[src/rtl/ula_issue_unit.sv]
// Issue stage in front of the ula: accepts commands, evaluates ARM-style conditions
// against a sticky NZCV register, captures the ula result and returns it as a response.
module ula_issue_unit #(
  parameter int ULA_BITS = 4,
  parameter int CNT_W    = 8
) (
  input  logic                clk,
  input  logic                rst_n,
  input  logic                cmd_valid,
  output logic                cmd_ready,
  input  logic [ULA_BITS-1:0] cmd_a,
  input  logic [ULA_BITS-1:0] cmd_b,
  input  logic [2:0]          cmd_op,
  input  logic                cmd_setf,
  input  logic [3:0]          cmd_cond,
  output logic [ULA_BITS-1:0] ula_a,
  output logic [ULA_BITS-1:0] ula_b,
  output logic [2:0]          ula_ctrl,
  input  logic [ULA_BITS-1:0] ula_result,
  input  logic                ula_zero,
  input  logic                ula_carry,
  input  logic                ula_overflow,
  input  logic                ula_negative,
  output logic                rsp_valid,
  input  logic                rsp_ready,
  output logic [ULA_BITS-1:0] rsp_result,
  output logic                rsp_exec,
  output logic [3:0]          nzcv,
  output logic [CNT_W-1:0]    exec_cnt,
  output logic [CNT_W-1:0]    skip_cnt
);

  localparam logic [1:0] IDLE = 2'd0;
  localparam logic [1:0] EXEC = 2'd1;
  localparam logic [1:0] RESP = 2'd2;

  logic [1:0]          state_r;
  logic [1:0]          state_nxt_s;
  logic                accept_s;
  logic                pass_r;
  logic                setf_r;
  logic [ULA_BITS-1:0] ula_a_r;
  logic [ULA_BITS-1:0] ula_b_r;
  logic [2:0]          ula_ctrl_r;
  logic [ULA_BITS-1:0] rsp_result_r;
  logic                rsp_exec_r;
  logic [3:0]          nzcv_r;
  logic [CNT_W-1:0]    exec_cnt_r;
  logic [CNT_W-1:0]    skip_cnt_r;

  // Flags are ordered {N,Z,C,V}; codes 14 and 15 both mean "always".
  function automatic logic cond_pass(input logic [3:0] cond, input logic [3:0] f);
    logic n, z, c, v;
    n = f[3];
    z = f[2];
    c = f[1];
    v = f[0];
    case (cond)
      4'd0:    cond_pass = z;
      4'd1:    cond_pass = ~z;
      4'd2:    cond_pass = c;
      4'd3:    cond_pass = ~c;
      4'd4:    cond_pass = n;
      4'd5:    cond_pass = ~n;
      4'd6:    cond_pass = v;
      4'd7:    cond_pass = ~v;
      4'd8:    cond_pass = c & ~z;
      4'd9:    cond_pass = ~c | z;
      4'd10:   cond_pass = (n == v);
      4'd11:   cond_pass = (n != v);
      4'd12:   cond_pass = ~z & (n == v);
      4'd13:   cond_pass = z | (n != v);
      default: cond_pass = 1'b1;
    endcase
  endfunction

  assign cmd_ready  = (state_r == IDLE) | ((state_r == RESP) & rsp_ready);
  assign accept_s   = cmd_valid & cmd_ready;
  assign rsp_valid  = (state_r == RESP);
  assign ula_a      = ula_a_r;
  assign ula_b      = ula_b_r;
  assign ula_ctrl   = ula_ctrl_r;
  assign rsp_result = rsp_result_r;
  assign rsp_exec   = rsp_exec_r;
  assign nzcv       = nzcv_r;
  assign exec_cnt   = exec_cnt_r;
  assign skip_cnt   = skip_cnt_r;

  // Next-state logic; RESP can jump straight to EXEC when a new command is taken.
  always_comb begin
    state_nxt_s = state_r;
    case (state_r)
      IDLE: begin
        if (cmd_valid) state_nxt_s = EXEC;
        else           state_nxt_s = IDLE;
      end
      EXEC: state_nxt_s = RESP;
      RESP: begin
        if (rsp_ready && cmd_valid) state_nxt_s = EXEC;
        else if (rsp_ready)         state_nxt_s = IDLE;
        else                        state_nxt_s = RESP;
      end
      default: state_nxt_s = IDLE;
    endcase
  end

  // State register.
  always_ff @(posedge clk or negedge rst_n) begin
    if (!rst_n) state_r <= IDLE;
    else        state_r <= state_nxt_s;
  end

  // Command capture on accept; condition is judged against the flags as they stand now.
  always_ff @(posedge clk or negedge rst_n) begin
    if (!rst_n) begin
      ula_a_r    <= '0;
      ula_b_r    <= '0;
      ula_ctrl_r <= 3'b000;
      pass_r     <= 1'b0;
      setf_r     <= 1'b0;
    end else if (accept_s) begin
      ula_a_r    <= cmd_a;
      ula_b_r    <= cmd_b;
      ula_ctrl_r <= cmd_op;
      pass_r     <= cond_pass(cmd_cond, nzcv_r);
      setf_r     <= cmd_setf;
    end else begin
      ula_a_r    <= ula_a_r;
      ula_b_r    <= ula_b_r;
      ula_ctrl_r <= ula_ctrl_r;
      pass_r     <= pass_r;
      setf_r     <= setf_r;
    end
  end

  // Result, flag and counter update at the end of EXEC; counters stick at all-ones.
  always_ff @(posedge clk or negedge rst_n) begin
    if (!rst_n) begin
      rsp_result_r <= '0;
      rsp_exec_r   <= 1'b0;
      nzcv_r       <= 4'b0000;
      exec_cnt_r   <= '0;
      skip_cnt_r   <= '0;
    end else if (state_r == EXEC) begin
      rsp_result_r <= pass_r ? ula_result : '0;
      rsp_exec_r   <= pass_r;
      if (pass_r && setf_r) nzcv_r <= {ula_negative, ula_zero, ula_carry, ula_overflow};
      else                  nzcv_r <= nzcv_r;
      if (pass_r && (exec_cnt_r != '1))       exec_cnt_r <= exec_cnt_r + {{(CNT_W-1){1'b0}}, 1'b1};
      else                                    exec_cnt_r <= exec_cnt_r;
      if (!pass_r && (skip_cnt_r != '1))      skip_cnt_r <= skip_cnt_r + {{(CNT_W-1){1'b0}}, 1'b1};
      else                                    skip_cnt_r <= skip_cnt_r;
    end else begin
      rsp_result_r <= rsp_result_r;
      rsp_exec_r   <= rsp_exec_r;
      nzcv_r       <= nzcv_r;
      exec_cnt_r   <= exec_cnt_r;
      skip_cnt_r   <= skip_cnt_r;
    end
  end

endmodule
[config.mk]
export PLATFORM = sky130hd
export DESIGN_NAME = ula_issue_unit
export DESIGN_NICKNAME = d
export VERILOG_FILES = /design/src/rtl/ula_issue_unit.sv
export SDC_FILE = /design/constraint.sdc
export NUM_CORES = 1
export LEC_CHECK = 0
export CAP_MARGIN = 20
export CORE_MARGIN = 2
export CORE_UTILIZATION = 66
export CTS_CLUSTER_SIZE = 25
export DETAILED_ROUTE_END_ITERATION = 8
export DONT_BUFFER_PORTS = 1
export PLACE_DENSITY = 0.89
export SETUP_SLACK_MARGIN = 0.1
export SLEW_MARGIN = 20
export SYNTH_ARGS = -nofsm -noshare
export SYNTH_HDL_FRONTEND = slang
export SYNTH_SLANG_ARGS = --single-unit
[constraint.sdc]
create_clock -name clk -period 3.3 [get_ports clk]
set_input_delay 0.495 -clock clk [delete_from_list [all_inputs] [get_ports clk]]
set_output_delay 0.495 -clock clk [all_outputs]
set_load 0.01 [all_outputs]
# Word-level counts from Yosys, hierarchy flattened
# Cells that the tools add are included.
# W data, S select, Z words.
[word_totals] reg_bits=40 inputBits=28 out_inout_bits=38 elab_cells=59
[classes] addsub=2 n_eq_ne=19 mux=6 bitwise_logic=11 reduce_logical=10
[op_table] op="$eq A4 B4 Y1 const B" n=6
[op_table] op="$add A8 B1 Y8 const B" n=2
[op_table] op="$eq A4 B3 Y1 const B" n=4
[op_table] op="$ne A8 B8 Y1 const B" n=2
[op_table] op="$pmux W1 S14" n=1
[op_table] op="$eq A4 B2 Y1 const B" n=2
[op_table] op="$pmux W2 S3" n=1
[op_table] op="$reduce_and A2 Y1" n=3
[op_table] op="$and A1 B1 Y1" n=4
[op_table] op="$eq A4 B1 Y1 const B" n=1
[op_table] op="$logic_and A1 B1 Y1" n=4
[op_table] op="$logic_not A4 Y1" n=1
[op_table] op="$mux W2" n=2
[op_table] op="$mux W4" n=1
[op_table] op="$not A1 Y1" n=4
[op_table] op="$or A1 B1 Y1" n=3
[op_table] op="$eq A2 B1 Y1 const B" n=1
[op_table] op="$eq A2 B2 Y1 const B" n=1
[op_table] op="$logic_not A2 Y1" n=1
[op_table] op="$eq A1 B1 Y1" n=1
[op_table] op="$logic_not A1 Y1" n=1
[op_table] op="$mux W1" n=1
[op_table] op="$ne A1 B1 Y1" n=1

# Longest topological paths before layout
[logic_depth] depth_word=4 mapped_depth=7 mapped_depth_nobuf=6

# Worst setup path after synthesis
# OpenSTA, ideal clock, no wires.
[synth_path] path_type="reg2reg" startpoint="register skip_cnt_r[0], in the netlist skip_cnt[0]" endpoint="register skip_cnt_r[7], in the netlist skip_cnt[7]" setup_ns=0.128 t_arrival_ns=1.715 required_ns=3.172 slack_ns=1.457 stages_incl_launch_ff=7 path_buffers=0 synth_period_minus_slack_ns=1.843 path_cell_list="dfrtp_1 > ha_1 > and3_4 > a311oi_4 > and4_4 > nand3_1 > xnor2_1"
[synth_via] elab_chain_len=3 elab_cells_between_ends=4 cone_classes="1 x add/sub; 1 x eq/ne; 2 x reduce/logical"
[synth_rtl] item="from (decl)" line_no="49" rtl="logic [CNT_W-1:0] skip_cnt_r;"
[synth_rtl] item="from (signal assigned)" line_no="151" rtl="if (!pass_r && (skip_cnt_r != '1)) skip_cnt_r <= skip_cnt_r + {{(CNT_W-1){1'b0}}, 1'b1};"
[synth_rtl] item="from (signal assigned)" line_no="152" rtl="else skip_cnt_r <= skip_cnt_r;"
[synth_rtl] item="from (signal assigned)" line_no="158" rtl="skip_cnt_r <= skip_cnt_r;"
[synth_rtl] item="parallel branches: the longest is 3 deep, another holds $add A8 B1 Y8"
# Several ways; the timed one is not identified.
# A chain may end at the register's enable or synchronous reset.

# Final worst setup path
# Ends and elaborated chain as after synthesis.

==> results by group <==
Clocking
  • CTS Buf Count: 5
  • Post-CTS sizing: 0
  • CTS root buf: clkbuf_4
  • CTS Buffer Depth: 2
  • H-Tree Depth: 2
  • Setup repair bufs after CTS: 0
  • Latest clock arrival within the worst-skew pair: 0.34 ns
  • Sink Count: 40
  • Hold-fix buffers, CTS: 2
  • Reg clk slew, reported paths: 0.09 ns
  • CTS tree: built

Yosys
  • Most common library cells after synthesis: dfrtp_1 (40), nand2_1 (15), mux2_1 (14)
  • Seq cells post-synth: 40
  • Seq/Total Area, Yosys: 56.1%
  • Xor and xnor fraction of the mapped netlist area: 8.34%
  • Syn_nets: 177
  • Mux share of post-synthesis cell area: 12.5%
  • Avg Inst Size Synth: 12.1 µm²
  • Synth Flop Type: dfrtp_1
  • Yosys top cell area share: 56.1%
  • Synth Area in Compound Gates: 7.78%
  • Largest cells by area after synthesis: dfrtp_1 (56%), mux2_1 (8.8%), xnor2_1 (4.9%)
  • Post-synth ARST share: 100%
  • Largest family of logic cells by synthesized area: multiplexers
  • Top-count cell post-synth: dfrtp_1
  • Gate Count Post-Synth: 147
  • Post-synthesis simple-gate area fraction: 12.1%
  • Post-Syn Area: 1790 µm²
  • Yosys warning count: 0
  • Post-synth cell types: 33
  • Post-synth top area cell: dfrtp_1
  • EDFF count, synth: 0
  • Synth Area in Adders: 1.40%

Placed design
  • Placed cell areas: 1810 µm²
  • PortBufs: 0
  • Dpl hpwl: 2400 µm
  • Worst slack, placed: 1.30 ns
  • RD Place Congestion: 0.782

Floorplanning
  • CORE AREA: 2520 µm²
  • FP Rows: 18
  • Die area: 3140 µm²
  • Die width: 56.0 µm
  • Chip height: 56.0 µm
  • Io pins: 66
  • Initial Utilization: 70.8%

Power
  • Power Density: 746 nW/µm²
  • Peak VDD IR: 0.686 mV
  • Static leakage: 0.836 nW

Worst setup path
  • Crit-path leading delay family: simple AND/OR/NAND/NOR gates
  • Slowest cell on crit path: dfrtp_1
  • Setup CP Type: reg -> reg
  • Worst path arrival time: 2.21 ns
  • Worst path buffer plus inverter count: 0
  • Crit. End Element: flop
  • Crit path max fanout: 6
  • Required time of the critical path: 3.51 ns
  • Critical Path Source Type: flop
  • Worst path cell trace: ha_1, and3_4, a311oi_4, and4_4, nand3_1, xnor2_1
  • Critical Path Max Stage Delay: 0.47 ns

Global routing
  • Overall Global Routing Usage: 23.3%
  • Pin count of the biggest net entering global routing: 41
  • First-pass GRT wire length: 5530 µm
  • GR Overflow Total: 0
  • Initial antenna violation count: 0
  • Vias in the first global route: 1,154

Timing
  • Max Slew Vio Count: 0
  • Setup ws final: 1.30 ns
  • Max Freq: 501 MHz
  • RSZ-0062 raised after global routing: false
  • Setup TNS Final: 0 ns
  • Worst Max-Slew Pin Slew: 0.617 ns
  • Slew headroom: 58.9%
  • Period utilization: 60.5%
  • Post-layout min period: 2.00 ns
  • Final Skew: 0.00548 ns
  • Final setup viols: 0
  • Fin. Hold Viols: 0

Flow run
  • Max-cap violations: 0

Layout
  • Fraction of layout cells with a size suffix above 1: 11.8%
  • Number of diodes: 0
  • Fin area: 1880 µm²
  • Area Growth Syn to Fin: 5.40%
  • Fin util: 74.6%
  • Fin nets: 182

Route
  • # DRC: 0
  • Routed via count: 1,111
  • DR WL/cell: 17.7 µm
  • Post-Route WL: 3230 µm
  • Antenna Nets Post-Route: 0
  • Drt first pass iters: 4
  • Vias/cell: 6.10
  • Drt initial violations: 29

Outcome
  • Status: complete, no violations

Hold path
  • Min-Delay Path Class: in -> reg
## placed cells by master (no fill, tap or decap), types with 2 or more instances in the layout
cell,n
xnor2_1,10
a31oi_1,2
a21o_1,2
nor3b_1,2
and3_4,2
nand2_1,15
mux2i_1,2
ha_1,2
clkbuf_4,5
nor2_1,4
nand3_1,6
o21ai_0,6
a21oi_1,3
mux2_1,14
nor2b_1,3
mux2_2,4
dfrtp_1,40
xor2_1,7
nor3_1,4
inv_1,3
## per-layer routing
layer	track usage, %	wire [µm]	up-vias
met3	12.3	327	11
met2	36.0	1620	64
li1	-	-	515
met1	27.3	1220	521
met4	9.18	62	0
met5	0	0	-
## final cells by class
cell class / instances / area [µm²]
fillers: 178 / 641
flip-flops and latches: 40 / 1000
clock inverters: 1 / 5.00
well taps: 30 / 37.5
multi-input cells: 99 / 752
clock buffers: 6 / 41.3
repair buffers: 2 / 30.0
inverters: 4 / 15.0
## worst reg2reg max path: stages, from the launching register on
cell and delay (ns):
dfrtp_1 0.47, ha_1 0.25, and3_4 0.20, a311oi_4 0.41
and4_4 0.30, nand3_1 0.10, xnor2_1 0.16
## flip-flops by register name, indices dropped and copies added (netlist names)
name,count
exec_cnt,8
state_r,2
rsp_result,4
nzcv,4
setf_r,1
ula_a,4
rsp_exec,1
ula_b,4
skip_cnt,8
ula_ctrl,3
pass_r,1
## cells by family (layout without fill, tap and decap cells)
| logic type | count (synthesis) | after routing |
|---|---|---|
| simple gates | 41 | 41 |
| flops | 40 | 40 |
| mux | 20 | 20 |
| compound gates | 19 | 19 |
| xor+xnor | 17 | 17 |
| buf+inv | 8 | 13 |
| fa+ha+maj | 2 | 2 |
## report_power, final
group	internal (mW)	total, mW	switching [mW]
Clock	0.0785	0.218	0.139
Combinational	0.159	0.297	0.138
Sequential	0.640	0.889	0.249
Total	0.878	1.40	0.526
## final timing paths
kind,from,slack (ns),cells past startpoint,end
worst min register to register,setf_r,0.51,1,setf_r
max in group asynchronous,rst_n,2.50,2,skip_cnt[0]
worst max-delay path,skip_cnt[0],1.30,6,skip_cnt[7]
min in group asynchronous,rst_n,0.61,2,ula_b[2]
worst max register to register,skip_cnt[0],1.30,6,skip_cnt[7]
worst min-delay path,ula_negative,0.28,1,nzcv[3]
## metrics by stage
step / hold WS [ns] / instances / power (mW)
floorplan: 0.199 / 147 / 1.10
global placement: 0.200 / 173 / 1.15
detailed placement: 0.200 / 173 / 1.19
CTS: 0.270 / 182 / 1.42
global route: 0.253 / 182 / 1.51
finish: 0.284 / 182 / 1.40
Note: power is estimated with default switching activity, not from simulation.
